**config.mk**
```make
export PLATFORM = sky130hd
export DESIGN_NAME = wb_arbiter
export DESIGN_NICKNAME = d
export VERILOG_FILES = /design/src/rtl/wb_arbiter.sv
export SDC_FILE = /design/constraint.sdc
export NUM_CORES = 1
export LEC_CHECK = 0
export ABC_AREA = 1
export CAP_MARGIN = 20
export CORE_AREA = 2 2 65 67
export CTS_BUF_LIST = sky130_fd_sc_hd__clkbuf_4 sky130_fd_sc_hd__clkbuf_8
export CTS_CLUSTER_DIAMETER = 150
export DETAILED_ROUTE_END_ITERATION = 10
export DIE_AREA = 0 0 67 69
export DONT_BUFFER_PORTS = 1
export PLACE_DENSITY_LB_ADDON = 0.15
export SLEW_MARGIN = 20
export SYNTH_ARGS = -nofsm -noshare
export SYNTH_HDL_FRONTEND = slang
export SYNTH_SLANG_ARGS = --single-unit
export TNS_END_PERCENT = 5
```
**constraint.sdc**
```tcl
create_clock -name clk -period 2 [get_ports clk]
set_input_delay 0.3 -clock clk [delete_from_list [all_inputs] [get_ports clk]]
set_output_delay 0.3 -clock clk [all_outputs]
set_load 0.1 [all_outputs]
```
**src/rtl/wb_arbiter.sv**
```systemverilog
`default_nettype none
// ============================================================================
// Module   : wb_arbiter
// Brief    : Two-master round-robin Wishbone arbiter with a stalled-slave
//            watchdog that forces a synthetic 0xFF ack after TIMEOUT cycles.
// Revision : 1.0 - initial release
// ============================================================================
module wb_arbiter #(
  parameter int unsigned TIMEOUT = 255
) (
  input  logic        clk,
  input  logic        rst_n,
  // master 0
  input  logic        m0_wb_stb_i,
  input  logic        m0_wb_cyc_i,
  input  logic        m0_wb_we_i,
  input  logic [15:0] m0_wb_adr_i,
  input  logic [7:0]  m0_wb_dat_i,
  output logic [7:0]  m0_wb_dat_o,
  output logic        m0_wb_ack_o,
  // master 1
  input  logic        m1_wb_stb_i,
  input  logic        m1_wb_cyc_i,
  input  logic        m1_wb_we_i,
  input  logic [15:0] m1_wb_adr_i,
  input  logic [7:0]  m1_wb_dat_i,
  output logic [7:0]  m1_wb_dat_o,
  output logic        m1_wb_ack_o,
  // downstream
  output logic        wb_stb_o,
  output logic        wb_cyc_o,
  output logic        wb_we_o,
  output logic [15:0] wb_adr_o,
  output logic [7:0]  wb_dat_o,
  input  logic [7:0]  wb_dat_i,
  input  logic        wb_ack_i,
  // diagnostics
  output logic        timeout_o,
  output logic [7:0]  timeout_cnt_o,
  input  logic        timeout_clr_i
);

  localparam logic [7:0] WDOG_LAST = 8'(TIMEOUT - 1);
  localparam logic [7:0] CNT_MAX   = 8'hff;

  typedef enum logic [1:0] {
    S_IDLE = 2'd0,
    S_BUSY = 2'd1,
    S_TERM = 2'd2
  } state_e;

  state_e      state_q, state_d;
  logic        owner_q, owner_d;   // 0 = m0, 1 = m1
  logic        prio_q,  prio_d;    // master that wins a simultaneous request
  logic [7:0]  wdog_q,  wdog_d;
  logic        timeout_q, timeout_d;
  logic [7:0]  tcnt_q,  tcnt_d;

  logic        req0, req1;
  logic        own_cyc, own_stb, own_we;
  logic [15:0] own_adr;
  logic [7:0]  own_dat;
  logic        ret_ack;
  logic [7:0]  ret_dat;
  logic        tevent;

  assign req0 = m0_wb_cyc_i & m0_wb_stb_i;
  assign req1 = m1_wb_cyc_i & m1_wb_stb_i;

  assign own_cyc = owner_q ? m1_wb_cyc_i : m0_wb_cyc_i;
  assign own_stb = owner_q ? m1_wb_stb_i : m0_wb_stb_i;
  assign own_we  = owner_q ? m1_wb_we_i  : m0_wb_we_i;
  assign own_adr = owner_q ? m1_wb_adr_i : m0_wb_adr_i;
  assign own_dat = owner_q ? m1_wb_dat_i : m0_wb_dat_i;

  // Strobe is qualified by cyc so an owner that drops cyc mid-transfer
  // releases the slave in the same cycle.
  always_comb begin
    wb_cyc_o = 1'b0;
    wb_stb_o = 1'b0;
    wb_we_o  = 1'b0;
    wb_adr_o = '0;
    wb_dat_o = '0;
    if (state_q == S_BUSY) begin
      wb_cyc_o = own_cyc;
      wb_stb_o = own_cyc & own_stb;
      wb_we_o  = own_we;
      wb_adr_o = own_adr;
      wb_dat_o = own_dat;
    end
  end

  always_comb begin
    ret_ack = 1'b0;
    ret_dat = '0;
    case (state_q)
      S_BUSY: begin
        ret_ack = wb_ack_i & own_cyc;
        ret_dat = wb_dat_i;
      end
      S_TERM: begin
        ret_ack = 1'b1;
        ret_dat = 8'hff;
      end
      default: ;
    endcase
  end

  assign m0_wb_ack_o = ret_ack & ~owner_q;
  assign m0_wb_dat_o = owner_q ? 8'h00 : ret_dat;
  assign m1_wb_ack_o = ret_ack & owner_q;
  assign m1_wb_dat_o = owner_q ? ret_dat : 8'h00;

  assign timeout_o     = timeout_q;
  assign timeout_cnt_o = tcnt_q;

  always_comb begin
    state_d   = state_q;
    owner_d   = owner_q;
    prio_d    = prio_q;
    wdog_d    = wdog_q;
    timeout_d = timeout_q;
    tcnt_d    = tcnt_q;
    tevent    = 1'b0;

    case (state_q)
      S_IDLE: begin
        wdog_d = '0;
        if (req0 | req1) begin
          state_d = S_BUSY;
          owner_d = (req0 & req1) ? prio_q : req1;
        end
      end
      S_BUSY: begin
        if (!own_cyc) begin
          state_d = S_IDLE;
          prio_d  = ~owner_q;
          wdog_d  = '0;
        end else if (wb_stb_o && !wb_ack_i) begin
          // A real ack on the final cycle takes the else branch and wins.
          if (wdog_q == WDOG_LAST) begin
            state_d = S_TERM;
            wdog_d  = '0;
            tevent  = 1'b1;
          end else begin
            wdog_d = wdog_q + 8'd1;
          end
        end else begin
          wdog_d = '0;
        end
      end
      S_TERM: begin
        wdog_d = '0;
        if (own_cyc) begin
          state_d = S_BUSY;
        end else begin
          state_d = S_IDLE;
          prio_d  = ~owner_q;
        end
      end
      default: begin
        state_d = S_IDLE;
        wdog_d  = '0;
      end
    endcase

    if (timeout_clr_i) begin
      timeout_d = 1'b0;
      tcnt_d    = '0;
    end else if (tevent) begin
      timeout_d = 1'b1;
      if (tcnt_q != CNT_MAX) begin
        tcnt_d = tcnt_q + 8'd1;
      end
    end
  end

  always_ff @(posedge clk or negedge rst_n) begin
    if (!rst_n) begin
      state_q   <= S_IDLE;
      owner_q   <= 1'b0;
      prio_q    <= 1'b0;
      wdog_q    <= '0;
      timeout_q <= 1'b0;
      tcnt_q    <= '0;
    end else begin
      state_q   <= state_d;
      owner_q   <= owner_d;
      prio_q    <= prio_d;
      wdog_q    <= wdog_d;
      timeout_q <= timeout_d;
      tcnt_q    <= tcnt_d;
    end
  end

endmodule
`default_nettype wire
```
==> qor.txt <==
outcome: finished, violations left
violations in the final reports: negative setup slack
mean instance size in the synthesized netlist: 6.187 sq um
final global-route overflow total: 0
CTS sink cnt: 21
initial core utilization: 0.4885
Via-to-Cell Ratio: 5.526
Row Count: 23
clock tree from TritonCTS: yes
count of nets left with antenna violations after detail routing: 0
total via count after detailed routing: 2,299
number of antenna repair diodes: 0
pwr dens: 2009 nW/um^2
Critical Path Start Type: flip-flop
endpoint kind of the worst setup timing path: output pin
number of global-route vias before repair: 2,323
portion of total power attributed to sequential cells: 0.081
detail-routed net length per standard cell: 16.86 um
flip-flop and latch count after synthesis: 21
first-pass iteration count of the detailed router: 4
CP Data Required Time: 1.70 ns
reported max-cap violation count: 0
crit-path max cell delay: 0.41 ns
Mapped Nets: 382
number of failing setup endpoints in the final timing report: 6
final routed wirelength across all metal layers: 7012 um
Power Total: 0.006522 W
maximum frequency from static timing analysis: 0.4878 GHz
commonest non-fill, non-tap cell in the layout: sky130_fd_sc_hd__nand2_1
unrepaired setup endpoints after global routing: true
initial antenna violation count: 0
vertical die dimension: 69 um
number of enable flip-flop cells after synthesis: 0
Final Hold Slack: 0.07407 ns
pin count of the biggest net entering global routing: 28
maximum level of the CTS H-tree: 1
CP bufs+invs: 3
share of the yosys chip area belonging to registers: 0.2749
number of CTS-inserted buffers: 3
clock slew at the register clock pins of the worst setup and hold paths: 0.08 ns
total track usage: 0.2896
number of filler cells placed in the layout: 237
number of buffers added on ports: 0
HPWL after detailed placement: 5275 um
Worst Hold Class: in -> reg
Peak supply drop: 0.0007132 V
transition at the pin with the smallest max-transition slack: 0.9193 ns
Fin Clk Skew: 0.001733 ns
post-detailed-route DRC marker count: 0
cell-by-cell listing of the critical path: inv_2 > ha_4 > buf_4 > nand2_1 > nand2_1 > nand2_1 > nor2_4 > buf_12
proportion of layout cells with a drive suffix above 1: 0.3825
Logic pwr share: 0.873
count of different cell masters after synthesis: 30
slack of the critical path: -0.04985 ns
die width: 67 um
critical path data arrival time: 1.75 ns
Final period util: 1.025
CP Max Fanout: 9
area of the core: 3914 sq um
Clock Power Share: 0.046
share of the core filled with cells in the final layout: 0.8296
switching share of power: 0.6331
number of max-slew violations in the final report: 0
number of buffers on the longest clock path: 2
later-pin clock latency in the skew report: 0.27 ns
share of flip-flops with an asynchronous set or reset after synthesis: 1.000
clock root cell: sky130_fd_sc_hd__clkbuf_8
Pint: 0.002393 W
nets@finish: 440
Main synth FF type: sky130_fd_sc_hd__dfrtp_1
die area: 4623 sq um
most frequent cells in the layout: 66 x sky130_fd_sc_hd__nand2_1, 48 x sky130_fd_sc_hd__nor2_1, 45 x sky130_fd_sc_hd__buf_12
total of warnings raised by yosys: 0
leak pwr: 1.456 nW
headroom to the max-slew limit: 0.3851
cell family contributing the most delay on the critical path: buffers and inverters
global-route wire length before repair: 10,540 um
cell at the slowest stage of the critical path: sky130_fd_sc_hd__dfrtp_1
Worst R2R Setup Slack: 0.47 ns
number of cells produced by synthesis: 309
Area Overhead vs Synth: 69.83%
Post-Synthesis Cell Area: 1912 sq um
most repeated library cell on the critical path: sky130_fd_sc_hd__nand2_1
final critical path time including I/O delays and setup: 2.050 ns
Sw Pwr: 0.004129 W
final hold viol count: 0
I/O pin cnt: 120
initial detailed-routing violation count: 95
GPL Wtd Cong: 0.8153
Critical Setup Path Class: reg -> out
registers in the layout (all words and copies together), names as in the netlist:
name           count
timeout_cnt_o      8
wdog_q             8
state_q            2
owner_q            1
prio_q             1
timeout_o          1
cells by family after synthesis:
logic type,after synthesis,share of synthesized area
compound gates,37,0.1014
xor+xnor,5,0.02291
fa+ha+maj,7,0.04581
buf+inv,37,0.07657
flops,21,0.2749
simple gates,202,0.4784
worst register-to-register path, stage by stage (launching register included):
cell	delay, ns
sky130_fd_sc_hd__dfrtp_2	0.46
sky130_fd_sc_hd__buf_4	0.19
sky130_fd_sc_hd__nor2_2	0.15
sky130_fd_sc_hd__nor2_4	0.07
sky130_fd_sc_hd__nor2_8	0.19
sky130_fd_sc_hd__nand4_4	0.18
sky130_fd_sc_hd__nand3_1	0.13
sky130_fd_sc_hd__nand2_1	0.06
metal layers:
metal / vias up / wire, um / GRT usage
met5: - / 0 / 0
met4: 0 / 301 / 0.1406
met3: 28 / 618 / 0.07178
met2: 114 / 3766 / 0.5424
met1: 1061 / 2325 / 0.2819
li1: 1096 / - / -
cell type report:
type | instances | area (sq um) | area share
clock inverter | 1 | 7.507 | 0.002312
timing repair buffer | 64 | 1057 | 0.3256
clock buffer | 3 | 41.29 | 0.01272
tap | 50 | 62.56 | 0.01927
sequential | 21 | 526.8 | 0.1622
multi-input combinational | 251 | 1453 | 0.4474
timing repair inverter | 1 | 3.754 | 0.001156
inverter | 25 | 95.09 | 0.02929
cell usage after synthesis (all sizes together), types with 2 or more instances:
| master | instances | area share |
|---|---|---|
| o21ai | 29 | 0.076 |
| nand4 | 2 | 0.014 |
| buf | 2 | 0.0079 |
| ha | 7 | 0.046 |
| a21oi | 5 | 0.015 |
| nor3 | 3 | 0.013 |
| xor2 | 3 | 0.014 |
| nand2 | 73 | 0.15 |
| clkbuf | 10 | 0.020 |
| nor2 | 95 | 0.20 |
| dfrtp | 21 | 0.27 |
| nand3 | 29 | 0.096 |
| xnor2 | 2 | 0.0092 |
| inv | 24 | 0.047 |
final timing paths:
path	to	from	depth (start not counted)
worst min-delay path	timeout_o$_DFFE_PN0P_	timeout_clr_i	1
max in group asynchronous	owner_q$_DFFE_PN0P_	rst_n	1
min in group asynchronous	wdog_q[4]$_DFF_PN0_	rst_n	1
worst max register to register	timeout_cnt_o[0]$_DFFE_PN0P_	owner_q$_DFFE_PN0P_	7
worst max-delay path	m0_wb_dat_o[6]	state_q[1]$_DFFE_PN0P_	8
worst min register to register	wdog_q[0]$_DFF_PN0_	wdog_q[0]$_DFF_PN0_	1
power by group through the flow:
stage / Clock (W) / Combinational (W) / Sequential, W
6_report: 0.000300 / 0.00569 / 0.000531
5_1_grt: 0.000322 / 0.00589 / 0.000536
4_1_cts: 0.000297 / 0.00560 / 0.000525
3_5_place_dp: 0 / 0.00548 / 0.000528
3_3_place_gp: 0 / 0.00541 / 0.000525
2_1_floorplan: 0 / 0.00364 / 0.000569
through the flow:
stage,instances,setup slack (ns),TNS (ns),area [sq um]
6_report,416,-0.04985,-0.1466,3247
5_1_grt,416,-0.1284,-1.240,3247
4_1_cts,415,0.0007988,0,3217
3_5_place_dp,407,0.2224,0,3105
3_3_place_gp,407,0.2634,0,3105
2_1_floorplan,309,-0.1981,-5.116,2083
timing repair:
action	CTS	global route
gates cloned	1	0
pin swaps	1	1
endpoints found under the setup margin	42	35
hold buffers	1	0
gates resized for setup	10	7
hold endpoints to repair	21	0
setup buffers	2	1
Power figures use the tool's default switching activity.
